--- src/rtl/reg_map_pkg.sv ---
// Shared constants for the register-map write path: address map, response
// codes, MAC speed encodings and the write controller's FSM states.
package reg_map_pkg;

    localparam logic [7:0] ADDR_CHIRP  = 8'h00;
    localparam logic [7:0] ADDR_DDC    = 8'h10;
    localparam logic [7:0] ADDR_ADC    = 8'h20;
    localparam logic [7:0] ADDR_MAC    = 8'h23;
    localparam logic [7:0] ADDR_STATUS = 8'h30;

    localparam logic [1:0] ERR_OK   = 2'b00;
    localparam logic [1:0] ERR_ADDR = 2'b01;
    localparam logic [1:0] ERR_VAL  = 2'b10;
    localparam logic [1:0] ERR_RO   = 2'b11;

    // 2'b00 and 2'b11 are reserved and rejected with ERR_VAL.
    localparam logic [1:0] MAC_SPEED_RSVD0 = 2'b00;
    localparam logic [1:0] MAC_SPEED_100M  = 2'b01;
    localparam logic [1:0] MAC_SPEED_1G    = 2'b10;
    localparam logic [1:0] MAC_SPEED_RSVD3 = 2'b11;

    localparam int UPD_CHIRP = 0;
    localparam int UPD_DDC   = 1;
    localparam int UPD_ADC   = 2;
    localparam int UPD_MAC   = 3;

    typedef enum logic [1:0] {
        ST_IDLE   = 2'd0,
        ST_DECODE = 2'd1,
        ST_APPLY  = 2'd2,
        ST_RESP   = 2'd3
    } wr_state_t;

endpackage

--- src/rtl/reg_map_wr_ctrl_sat_cnt8.sv ---
// 8-bit event counter that holds at 255 instead of wrapping.
module sat_cnt8 (
    input  logic       aclk,
    input  logic       clr,
    input  logic       inc,
    output logic [7:0] count
);

    always_ff @(posedge aclk) begin
        if (clr) begin
            count <= 8'd0;
        end else if (inc && (count != 8'hFF)) begin
            count <= count + 8'd1;
        end
    end

endmodule

--- src/rtl/reg_map_wr_ctrl.sv ---
// Masked read-modify-write controller for the radar configuration register
// bank; one command in flight, one-cycle response strobe, event counters.
module reg_map_wr_ctrl
    import reg_map_pkg::*;
#(
    parameter int                         REG_ADDR_WIDTH   = 8,
    parameter int                         CORE_DATA_WIDTH  = 32,
    parameter logic [CORE_DATA_WIDTH-1:0] CHIRP_PERIOD_RST = 32'd10
) (
    input  logic                       aclk,
    input  logic                       areset,
    // A command transfers on an edge where reg_map_wr_cmd=1 and
    // reg_map_wr_ready=1; cmd seen while ready=0 is dropped and counted.
    input  logic                       reg_map_wr_cmd,
    input  logic [REG_ADDR_WIDTH-1:0]  reg_map_wr_addr,
    input  logic [CORE_DATA_WIDTH-1:0] reg_map_wr_data,
    input  logic [CORE_DATA_WIDTH-1:0] reg_map_wr_keep,
    output logic                       reg_map_wr_ready,
    output logic                       reg_map_wr_valid,
    output logic [1:0]                 reg_map_wr_err,
    output logic [CORE_DATA_WIDTH-1:0] cfg_chirp_period,
    output logic                       cfg_ddc_duc_bypass,
    output logic                       cfg_adc_pkt_en,
    output logic [1:0]                 cfg_mac_speed,
    output logic [3:0]                 cfg_update,
    output logic [31:0]                cfg_status,
    output wr_state_t                  dbg_state
);

    wr_state_t                  state;
    logic [REG_ADDR_WIDTH-1:0]  cmd_addr;
    logic [CORE_DATA_WIDTH-1:0] cmd_data;
    logic [CORE_DATA_WIDTH-1:0] cmd_keep;

    logic [1:0]                 err_q;
    logic [3:0]                 upd_q;
    logic [CORE_DATA_WIDTH-1:0] merged_q;

    logic [1:0]                 dec_err;
    logic [3:0]                 dec_upd;
    logic [CORE_DATA_WIDTH-1:0] dec_merged;
    logic [1:0]                 mac_new;

    logic [7:0] wr_cnt;
    logic [7:0] err_cnt;
    logic [7:0] drop_cnt;

    // dec_upd is only set for an accepted write whose effective keep is nonzero.
    always_comb begin
        dec_err    = ERR_OK;
        dec_upd    = 4'b0000;
        dec_merged = '0;
        mac_new    = (cfg_mac_speed & ~cmd_keep[1:0]) | (cmd_data[1:0] & cmd_keep[1:0]);
        case (cmd_addr)
            REG_ADDR_WIDTH'(ADDR_CHIRP): begin
                dec_merged         = (cfg_chirp_period & ~cmd_keep) | (cmd_data & cmd_keep);
                dec_upd[UPD_CHIRP] = |cmd_keep;
            end
            REG_ADDR_WIDTH'(ADDR_DDC): begin
                dec_merged[0]    = (cfg_ddc_duc_bypass & ~cmd_keep[0]) | (cmd_data[0] & cmd_keep[0]);
                dec_upd[UPD_DDC] = cmd_keep[0];
            end
            REG_ADDR_WIDTH'(ADDR_ADC): begin
                dec_merged[0]    = (cfg_adc_pkt_en & ~cmd_keep[0]) | (cmd_data[0] & cmd_keep[0]);
                dec_upd[UPD_ADC] = cmd_keep[0];
            end
            REG_ADDR_WIDTH'(ADDR_MAC): begin
                dec_merged[1:0] = mac_new;
                if ((mac_new == MAC_SPEED_RSVD0) || (mac_new == MAC_SPEED_RSVD3)) begin
                    dec_err = ERR_VAL;
                end else begin
                    dec_upd[UPD_MAC] = |cmd_keep[1:0];
                end
            end
            REG_ADDR_WIDTH'(ADDR_STATUS): dec_err = ERR_RO;
            default:                      dec_err = ERR_ADDR;
        endcase
    end

    always_ff @(posedge aclk) begin
        if (areset) begin
            state              <= ST_IDLE;
            reg_map_wr_ready   <= 1'b1;
            reg_map_wr_valid   <= 1'b0;
            reg_map_wr_err     <= ERR_OK;
            cfg_update         <= 4'b0000;
            cfg_chirp_period   <= CHIRP_PERIOD_RST;
            cfg_ddc_duc_bypass <= 1'b0;
            cfg_adc_pkt_en     <= 1'b0;
            cfg_mac_speed      <= MAC_SPEED_1G;
            cmd_addr           <= '0;
            cmd_data           <= '0;
            cmd_keep           <= '0;
            err_q              <= ERR_OK;
            upd_q              <= 4'b0000;
            merged_q           <= '0;
        end else begin
            case (state)
                ST_IDLE: begin
                    if (reg_map_wr_cmd) begin
                        cmd_addr         <= reg_map_wr_addr;
                        cmd_data         <= reg_map_wr_data;
                        cmd_keep         <= reg_map_wr_keep;
                        reg_map_wr_ready <= 1'b0;
                        state            <= ST_DECODE;
                    end
                end
                ST_DECODE: begin
                    err_q    <= dec_err;
                    upd_q    <= dec_upd;
                    merged_q <= dec_merged;
                    state    <= ST_APPLY;
                end
                ST_APPLY: begin
                    if (upd_q[UPD_CHIRP]) cfg_chirp_period   <= merged_q;
                    if (upd_q[UPD_DDC])   cfg_ddc_duc_bypass <= merged_q[0];
                    if (upd_q[UPD_ADC])   cfg_adc_pkt_en     <= merged_q[0];
                    if (upd_q[UPD_MAC])   cfg_mac_speed      <= merged_q[1:0];
                    reg_map_wr_valid <= 1'b1;
                    reg_map_wr_err   <= err_q;
                    cfg_update       <= upd_q;
                    state            <= ST_RESP;
                end
                ST_RESP: begin
                    reg_map_wr_valid <= 1'b0;
                    reg_map_wr_err   <= ERR_OK;
                    cfg_update       <= 4'b0000;
                    reg_map_wr_ready <= 1'b1;
                    state            <= ST_IDLE;
                end
                default: state <= ST_IDLE;
            endcase
        end
    end

    sat_cnt8 u_wr_cnt (
        .aclk  (aclk),
        .clr   (areset),
        .inc   (reg_map_wr_valid && (reg_map_wr_err == ERR_OK)),
        .count (wr_cnt)
    );

    sat_cnt8 u_err_cnt (
        .aclk  (aclk),
        .clr   (areset),
        .inc   (reg_map_wr_valid && (reg_map_wr_err != ERR_OK)),
        .count (err_cnt)
    );

    sat_cnt8 u_drop_cnt (
        .aclk  (aclk),
        .clr   (areset),
        .inc   (reg_map_wr_cmd && !reg_map_wr_ready),
        .count (drop_cnt)
    );

    assign cfg_status = {8'h00, drop_cnt, err_cnt, wr_cnt};
    assign dbg_state  = state;

endmodule
--- config.mk ---
export PLATFORM = sky130hd
export DESIGN_NAME = reg_map_wr_ctrl
export DESIGN_NICKNAME = d
export VERILOG_FILES = /design/src/rtl/reg_map_pkg.sv /design/src/rtl/reg_map_wr_ctrl_sat_cnt8.sv /design/src/rtl/reg_map_wr_ctrl.sv
export SDC_FILE = /design/constraint.sdc
export NUM_CORES = 1
export LEC_CHECK = 0
export CAP_MARGIN = 20
export CORE_MARGIN = 5
export CORE_UTILIZATION = 40
export CTS_CLUSTER_DIAMETER = 120
export CTS_CLUSTER_SIZE = 25
export DETAILED_ROUTE_END_ITERATION = 8
export PLACE_DENSITY = 0.69
export SLEW_MARGIN = 25
export SYNTH_ARGS = -nofsm -noshare
export SYNTH_HDL_FRONTEND = slang
export SYNTH_SLANG_ARGS = --single-unit
--- constraint.sdc ---
create_clock -name aclk -period 3.3 [get_ports aclk]
set_clock_uncertainty 0.1 [all_clocks]
set_input_delay 0.99 -clock aclk [delete_from_list [all_inputs] [get_ports aclk]]
set_output_delay 0.99 -clock aclk [all_outputs]
set_load 0.02 [all_outputs]
==> results.json, run 1 <==
{
  "path_cells": "clkdlybuf4s50_1",
  "cp_num_buf_inv": 1,
  "maxCapViolCount": 0,
  "fin_util": 0.527,
  "worstPathRequired_ps": 2210,
  "synth_cell_types": 56,
  "ctsHoldBuffers": 0,
  "gp_congestion": 0.796,
  "endpoint_kind": "output port",
  "first_pass_iters": 5,
  "root_buffer": "clkbuf_16",
  "syn2layout_area_growth_pct": 30.0,
  "final_antenna_net_count": 0,
  "p_leak_nw": 3.35,
  "post_cts_resize_count": 0,
  "cp-start-kind": "register",
  "clock_path_buffers": 2,
  "ys.flop_type": "dfxtp_1",
  "initial_core_util": 0.405,
  "synth_warnings": 0,
  "worstSkewPairLatency_ps": 430,
  "drc_errors": 0,
  "fillers": 1690,
  "final_hold_viol_count": 0,
  "pin_count": 153,
  "crit_family": "buffers and inverters",
  "whs_ps": 348,
  "die_y_um": 145,
  "worstSetupPathType": "reg -> out",
  "min_period_over_period": 0.796,
  "drt_wl_total_mm": 18.7,
  "report.final.slew_viol_count": 0,
  "vias": 6267,
  "dpl.hpwl_mm": 12.6,
  "yosys_register_bits": 180,
  "die_w_um": 145,
  "synth.top_cells.by_count": "nand2_1 (232), dfxtp_1 (180), a21oi_1 (120)",
  "grt_pass1_vias": 5751,
  "portBuffers": 144,
  "worst_slack_ps": 674,
  "clk_pin_slew_ps": 70,
  "die-area_sq_um": 20900,
  "wl_per_cell_um": 15.3,
  "clock.fmax_ghz": 0.381,
  "grt_max_degree": 106,
  "track_usage": 0.179,
  "synth_edf_count": 0,
  "fin_cells": 1222,
  "numClockSinks": 180,
  "placed_cells": 1190,
  "slowest_stage": "clkdlybuf4s50_1",
  "nNetsFinal": 1062,
  "worstMarginPinSlew_ps": 788,
  "gr-total-overflow": 0,
  "ir_drop_mv": 0.507,
  "dr.first_iter.drc_count": 441,
  "synth_cells": 861,
  "core_sq_um": 17900,
  "setup_tns_ps": 0,
  "synth_area_leaders": "dfxtp_1 (50%), nand2_1 (12%), a21oi_1 (8.3%), mux2_2 (5.0%), a22oi_1 (3.3%)",
  "place_ws_ps": 562,
  "netlist_area_sq_um": 7260,
  "grt_antenna_before_repair": 0,
  "finalSetupViolCount": 0,
  "power_density_nw_per_um2": 636,
  "post_cts.repair.setup_buffers": 0,
  "synth_top_area_cell": "dfxtp_1",
  "critPathArrivalTime_ps": 1540,
  "antennaDiodeCount": 0,
  "synth_seq_area_share": 0.496,
  "cts_inserted_buffers": 17,
  "slew_headroom": 0.475,
  "min_period_ps": 2630,
  "synth_top_area_share": 0.496,
  "async_reset_ff_frac": 0,
  "avgSynthCellArea_sq_um": 8.43,
  "max_stage_delay_ps": 660,
  "grt_first_pass_wirelength_mm": 30.0,
  "rows": 49,
  "drive_gt1_frac": 0.0856,
  "crit_path_max_fanout": 7,
  "status": "finished, final reports clean",
  "hold_class": "reg -> reg",
  "cts_tree": "built",
  "vias_per_cell": 5.13,
  "yosysMostFrequentCell": "nand2_1",
  "rsz0062_at_grt": "false",
  "htreeDepth": 4
}
worst reg2reg max path: cells and delay by family, from the launching register on:
| family | cells | cell delay [ps] |
|---|---|---|
| buffers and inverters | 2 | 490 |
| AO/OA/AOI/OAI | 1 | 140 |
| AND/OR/NAND/NOR | 1 | 620 |
| flip-flops | 1 | 340 |
| adder cells (fa/ha/maj) | 1 | 360 |
layer usage:
layer,part of all wire,global-route usage,vias to the layer above
met1,0.47,0.249,2925
met4,0.014,0.0565,0
li1,-,-,3165
met3,0.053,0.0365,18
met5,0,0,-
met2,0.47,0.282,159
where the power goes:
part	internal, mW	leakage, nW	switching [mW]
logic	0.519	1.60	0.857
registers	2.40	1.46	0.192
clock network	1.18	0.289	0.855
total	4.09	3.35	1.90
per-stage QoR:
| step | power [mW] | area (sq um) |
|---|---|---|
| finish | 6.00 | 9430 |
| global route | 6.33 | 9430 |
| global placement | 3.99 | 8840 |
| floorplan | 3.54 | 7280 |
| CTS | 6.06 | 9430 |
| detailed placement | 4.02 | 8840 |
placed cells by master, fill, tap and decap left out, types with 3 or more instances in the layout:
cell,netlist,layout
nand2_1,232,231
dfxtp_1,180,180
clkdlybuf4s50_1,0,143
a21oi_1,120,120
nor2_1,63,63
mux2_2,32,32
a22oi_1,32,32
clkbuf_16,0,17
nand3_1,11,11
inv_1,10,10
nor4_1,10,10
mux2i_1,10,10
nand4_1,9,9
xnor2_1,9,9
conb_1,1,8
buf_4,8,8
ha_1,7,7
nand2b_1,6,6
xor2_1,6,6
o21ai_0,4,4
and3_1,4,4
a2111oi_0,3,3
o21ai_1,3,3
or4_1,3,3
and4_1,3,3
and2_1,4,3
a311oi_1,3,3
clkinv_4,0,3
clkbuf_8,0,3
clkinv_2,0,3
buf_12,0,3
layout make-up:
class / count / area [sq um] / area share
multi-input combinational: 616 / 3360 / 0.356
timing repair buffer: 154 / 1550 / 0.164
sequential: 180 / 3600 / 0.382
tap: 229 / 287 / 0.0304
inverter: 11 / 41.3 / 0.00438
clock buffer: 21 / 470 / 0.0499
clock inverter: 11 / 125 / 0.0133
state kept, by name, indices dropped and copies added (netlist names), 2 cells and up:
register	flops
upd_q	4
cfg_update	4
cmd_data	32
err_q	2
cmd_addr	8
dbg_state	2
cfg_mac_speed	2
merged_q	32
cmd_keep	32
u_drop_cnt.count	8
cfg_chirp_period	32
reg_map_wr_err	2
u_err_cnt.count	8
u_wr_cnt.count	8
cell families after synthesis:
logic type	synth area share
XOR/XNOR	0.0181
AO/OA/AOI/OAI	0.148
adder cells (fa/ha/maj)	0.0121
flip-flops	0.496
buffers and inverters	0.0453
AND/OR/NAND/NOR	0.216
other	0.000517
multiplexers	0.0634
final timing paths:
check	end	cells after the start	from	slack, ps
max	cfg_status[18]	1	u_drop_cnt.count[2]	670
min	cfg_chirp_period[22]	2	merged_q[22]	350
max reg2reg	upd_q[3]	5	dbg_state[1]	1190
min reg2reg	cfg_chirp_period[22]	2	merged_q[22]	350
No activity file was read; power rests on OpenSTA's default activity.
==> run 2: changes to the inputs <==
Settings changed: PLACE_DENSITY 0.69 to 0.72.
Clock period 3.3 ns to 2.3 ns, I/O delays scaled along.
==> run 2 against run 1 <==
Effect of this change:
- clock-buffer cell count increased by 1
- clock power increased by 52%
- register-to-register slack got worse by 860 ps
- critical path type unchanged
- critical endpoint is now cfg_status[0]
- largest power group unchanged
==> results.json, run 2 (synthesis gave the netlist of run 1 again) <==
{
  "status": "finished, final reports clean",
  "fin_cells": 1228,
  "setup_tns_ps": 0,
  "final_hold_viol_count": 0,
  "crit_path_max_fanout": 5,
  "whs_ps": 349,
  "slew_headroom": 0.525,
  "stdcell_area_sq_um": 9590,
  "die_w_um": 145,
  "dpl.hpwl_mm": 12.8,
  "seq_area_sq_um": 3600,
  "numClockSinks": 180,
  "drive_gt1_frac": 0.0921,
  "final_cell_mix": "nand2_1 (231), dfxtp_1 (180), clkdlybuf4s50_1 (126)",
  "post_dp_cell_area_sq_um": 8930,
  "cp-start-kind": "register",
  "htreeDepth": 4,
  "pin_count": 153,
  "min_period_over_period": 0.980,
  "track_usage": 0.181,
  "cp_num_buf_inv": 1,
  "fillers": 1673,
  "gp_congestion": 0.842,
  "nNetsFinal": 1068,
  "ir_drop_mv": 0.550,
  "gr-total-overflow": 0,
  "vias_per_cell": 5.09,
  "worstSetupPathType": "reg -> out",
  "worstSkewPairLatency_ps": 430,
  "worstMarginPinSlew_ps": 713,
  "crit_family": "buffers and inverters",
  "final_antenna_net_count": 0,
  "worstPathRequired_ps": 1510,
  "clock_path_buffers": 2,
  "multi_input_area_sq_um": 3360,
  "post_cts.repair.setup_buffers": 0,
  "rows": 49,
  "dr.first_iter.drc_count": 436,
  "hold_start": "merged_q[21]",
  "first_pass_iters": 5,
  "grt_antenna_before_repair": 0,
  "ctsHoldBuffers": 0,
  "clk_pin_slew_ps": 70,
  "die_y_um": 145,
  "cts_tree": "built",
  "endpoint_kind": "output port",
  "die-area_sq_um": 20900,
  "finalSetupViolCount": 0,
  "min_period_ps": 2250,
  "rr_startpoint": "cmd_addr[0]",
  "syn2layout_area_growth_pct": 32.1,
  "clock.fmax_ghz": 0.444,
  "drt_wl_total_mm": 18.7,
  "maxCapViolCount": 0,
  "final_common_cell": "nand2_1",
  "cts_inserted_buffers": 17,
  "report.final.slew_viol_count": 0,
  "core_sq_um": 17900,
  "portBuffers": 144,
  "p_leak_nw": 3.61,
  "placed_cells": 1196,
  "antennaDiodeCount": 0,
  "initial_core_util": 0.405,
  "grt_max_degree": 80,
  "drc_errors": 0,
  "hold_class": "reg -> reg",
  "grt_pass1_vias": 5969,
  "root_buffer": "clkbuf_16",
  "power_density_nw_per_um2": 925,
  "grt_first_pass_wirelength_mm": 30.0,
  "slowest_stage": "clkdlybuf4s50_1",
  "rsz0062_at_grt": "false",
  "max_stage_delay_ps": 630,
  "critPathArrivalTime_ps": 1460,
  "path_cells": "clkdlybuf4s50_1",
  "vias": 6250,
  "critical_path.startpoint": "u_wr_cnt.count[0]",
  "wl_per_cell_um": 15.2
}
run 2: cell count changes in the layout (fill, tap and decap cells not counted), sizes merged:
cell	before	now
buf	11	17
bufinv	2	3
clkbuf	21	22
clkdlybuf4s50	143	126
clkinv	6	2
clkinvlp	2	3
dlygate4sd2	0	7
dlymetal6s2s	0	10
inv	12	13
run 2: path summary, 6_finish.rpt:
kind / depth (start not counted) / to / slack, ps
max: 1 / cfg_status[0] / 50
min: 2 / cfg_chirp_period[21] / 350
max reg2reg: 5 / upd_q[0] / 330
min reg2reg: 2 / cfg_chirp_period[21] / 350
run 2: stage by stage:
| stage | setup WS (ps) | total power, mW | util |
|---|---|---|---|
| 6_report | 45.7 | 8.87 | 0.536 |
| 5_1_grt | 1.01 | 9.35 | 0.536 |
| 4_1_cts | 2.85 | 8.97 | 0.534 |
| 3_5_place_dp | 10.3 | 5.89 | 0.499 |
| 3_3_place_gp | 43.8 | 5.86 | 0.499 |
| 2_1_floorplan | 488 | 5.07 | - |
run 2: layer usage:
metal / part of all wire / global-route usage
met3: 0.056 / 0.0394
met5: 0 / 0
met2: 0.48 / 0.303
met4: 0.017 / 0.0633
met1: 0.45 / 0.231
run 2: layout make-up:
cell class / instances / share of cell area
flip-flops and latches: 180 / 0.376
clock inverters: 10 / 0.0150
well taps: 229 / 0.0299
repair buffers: 160 / 0.173
inverters: 11 / 0.00431
clock buffers: 22 / 0.0515
multi-input cells: 616 / 0.350
run 2: power by group:
group | internal (mW) | leakage (nW) | total (mW) | switching (mW)
clock network | 1.86 | 0.305 | 3.08 | 1.22
registers | 3.44 | 1.46 | 3.71 | 0.276
logic | 0.821 | 1.84 | 2.07 | 1.25
total | 6.12 | 3.61 | 8.87 | 2.75
run 2: timing repair:
item | in CTS | in global routing
endpoints found under the hold margin | 0 | 0
gates cloned | 0 | 0
resized for setup | 7 | 10
setup endpoints to repair | 7 | 10
==> run 3: changes to the inputs <==
Settings changed: CORE_UTILIZATION 40 to 35, PLACE_DENSITY 0.72 to 0.65, SETUP_SLACK_MARGIN set to 0.4.
==> run 3 against run 2 <==
Effect of this change:
- setup slack better by 290 ps
- sequential cell count stayed put
- register-to-register slack hardly changed
- first-iteration DRC count is 35% lower
- sequential power hardly changed
- global-route usage is 1.8 points lower
- critical path type is now reg -> reg
- largest cell class unchanged
==> results.json, run 3 (synthesis gave the netlist of run 1 again) <==
{
  "numClockSinks": 180,
  "placed_cells": 1239,
  "critPathArrivalTime_ps": 2230,
  "grt_max_degree": 121,
  "core_sq_um": 20300,
  "hold_class": "reg -> reg",
  "htreeDepth": 4,
  "clock.fmax_ghz": 0.509,
  "status": "finished, final reports clean",
  "drt_wl_total_mm": 19.9,
  "drive_gt1_frac": 0.209,
  "gr-total-overflow": 0,
  "p_comb_frac": 0.268,
  "dr.first_iter.drc_count": 285,
  "dpl.hpwl_mm": 13.2,
  "final_common_cell": "nand2_1",
  "clock_power_share": 0.315,
  "setup_tns_ps": 0,
  "final_antenna_net_count": 0,
  "r2r_slack_ps": 340,
  "ir_drop_mv": 0.509,
  "syn2layout_area_growth_pct": 33.6,
  "rsz0062_at_grt": "true",
  "hold_end": "cfg_chirp_period[6]",
  "gp_congestion": 0.810,
  "cts_tree": "built",
  "track_usage": 0.162,
  "grt_first_pass_wirelength_mm": 31.5,
  "vias": 6265,
  "worstMarginPinSlew_ps": 586,
  "die_w_um": 154,
  "endpoint_kind": "register",
  "root_buffer": "clkbuf_16",
  "power_mw": 8.91,
  "final_cell_mix": "nand2_1 (231), dfxtp_1 (153), a21oi_1 (120)",
  "worstSetupPathType": "reg -> reg",
  "portBuffers": 144,
  "cp-start-kind": "register",
  "rr_startpoint": "cmd_addr[1]",
  "internal_power_mw": 6.00,
  "hold_path_depth": 2,
  "worstPathRequired_ps": 2560,
  "clk_pin_slew_ps": 70,
  "p_leak_nw": 3.55,
  "critical_path.startpoint": "cmd_addr[1]",
  "wl_per_cell_um": 15.5,
  "report.final.slew_viol_count": 0,
  "slew_headroom": 0.607,
  "min_period_ps": 1960,
  "grt_pass1_vias": 6099,
  "fin_cells": 1280,
  "rows": 52,
  "pwr-share-seq": 0.418,
  "finalSetupViolCount": 0,
  "r2r_cells": 7,
  "vias_per_cell": 4.89,
  "hold_start": "merged_q[6]",
  "worstSkewPairLatency_ps": 430,
  "crit_path_max_fanout": 8,
  "p_sw_mw": 2.91,
  "reg2reg_to": "merged_q[18]",
  "first_pass_iters": 5,
  "ctsHoldBuffers": 0,
  "clock_path_buffers": 2,
  "cts_inserted_buffers": 17,
  "power_density_nw_per_um2": 919,
  "initial_core_util": 0.358,
  "pin_count": 153,
  "min_period_over_period": 0.854,
  "grt_antenna_before_repair": 2,
  "final_hold_viol_count": 0,
  "maxCapViolCount": 0,
  "antennaDiodeCount": 0,
  "die-area_sq_um": 23700,
  "die_y_um": 154,
  "drc_errors": 0,
  "nNetsFinal": 1079,
  "switching_share": 0.327
}
==> run 3: cell types whose count changed in the layout (fill, tap and decap cells not counted), sizes merged <==
cell,previous run,this run
dlygate4sd2,7,1
bufinv,3,1
dlymetal6s2s,10,0
clkdlybuf4s50,126,73
clkdlybuf4s15,0,37
clkbuf,22,25
inv,13,18
clkinvlp,3,2
buf,17,56
clkinv,2,1
==> run 3: final cells by class <==
| type | count | area, sq um |
|---|---|---|
| Fill cell | 2004 | 10600 |
| Sequential cell | 180 | 3640 |
| Multi-Input combinational cell | 616 | 3440 |
| Timing Repair Buffer | 171 | 1680 |
| Clock buffer | 21 | 450 |
| Tap cell | 270 | 338 |
| Clock inverter | 11 | 114 |
| Inverter | 11 | 41.3 |
==> run 3: what timing repair did <==
| item | in CTS | in global routing |
|---|---|---|
| pin swaps | 2 | 8 |
| gates resized for setup | 228 | 60 |
| cloned | 2 | 1 |
| buffers inserted | 3 | 3 |
| setup endpoints to repair | 72 | 67 |
==> run 3: power groups by stage <==
stage                     logic (mW)  clock network [mW]  registers (mW)
after detailed placement        2.13                   0            3.78
after global placement          2.11                   0            3.78
final                           2.38                2.81            3.72
after global routing            2.62                3.01            3.77
after floorplan                 1.34                   0            3.74
after CTS                       2.28                2.89            3.72
==> run 3: worst max path at each step <==
| stage | to | slack, ps | cells past startpoint |
|---|---|---|---|
| detailed placement | u_drop_cnt.count[1] | 40 | 5 |
| CTS | cfg_status[18] | 240 | 1 |
| global route | merged_q[2] | 270 | 7 |
| floorplan | upd_q[3] | 490 | 5 |
| finish | merged_q[18] | 340 | 7 |
| global placement | u_drop_cnt.count[1] | 50 | 5 |
==> run 3: critical path, cell delays in order, from the launching register on <==
cell and delay, ps:
dfxtp_2 340, or4_4 580, nor4_4 280, buf_6 170, buf_12 110, clkbuf_16 150
a22oi_1 60, nor2_1 100
==> run 3: metal layers <==
metal,wire [um],GRT usage
met2,9350,0.260
met5,27,0
met1,9280,0.216
met3,1050,0.0427
met4,169,0.0471
==> run 3: through the flow <==
stage	util	setup WS, ps	hold WS [ps]	instance area (sq um)
final	0.478	335	351	9700
after floorplan	-	488	332	7280
after global placement	0.442	49.7	338	8970
after CTS	0.477	243	354	9680
after global routing	0.478	275	371	9700
after detailed placement	0.442	41.3	344	8970
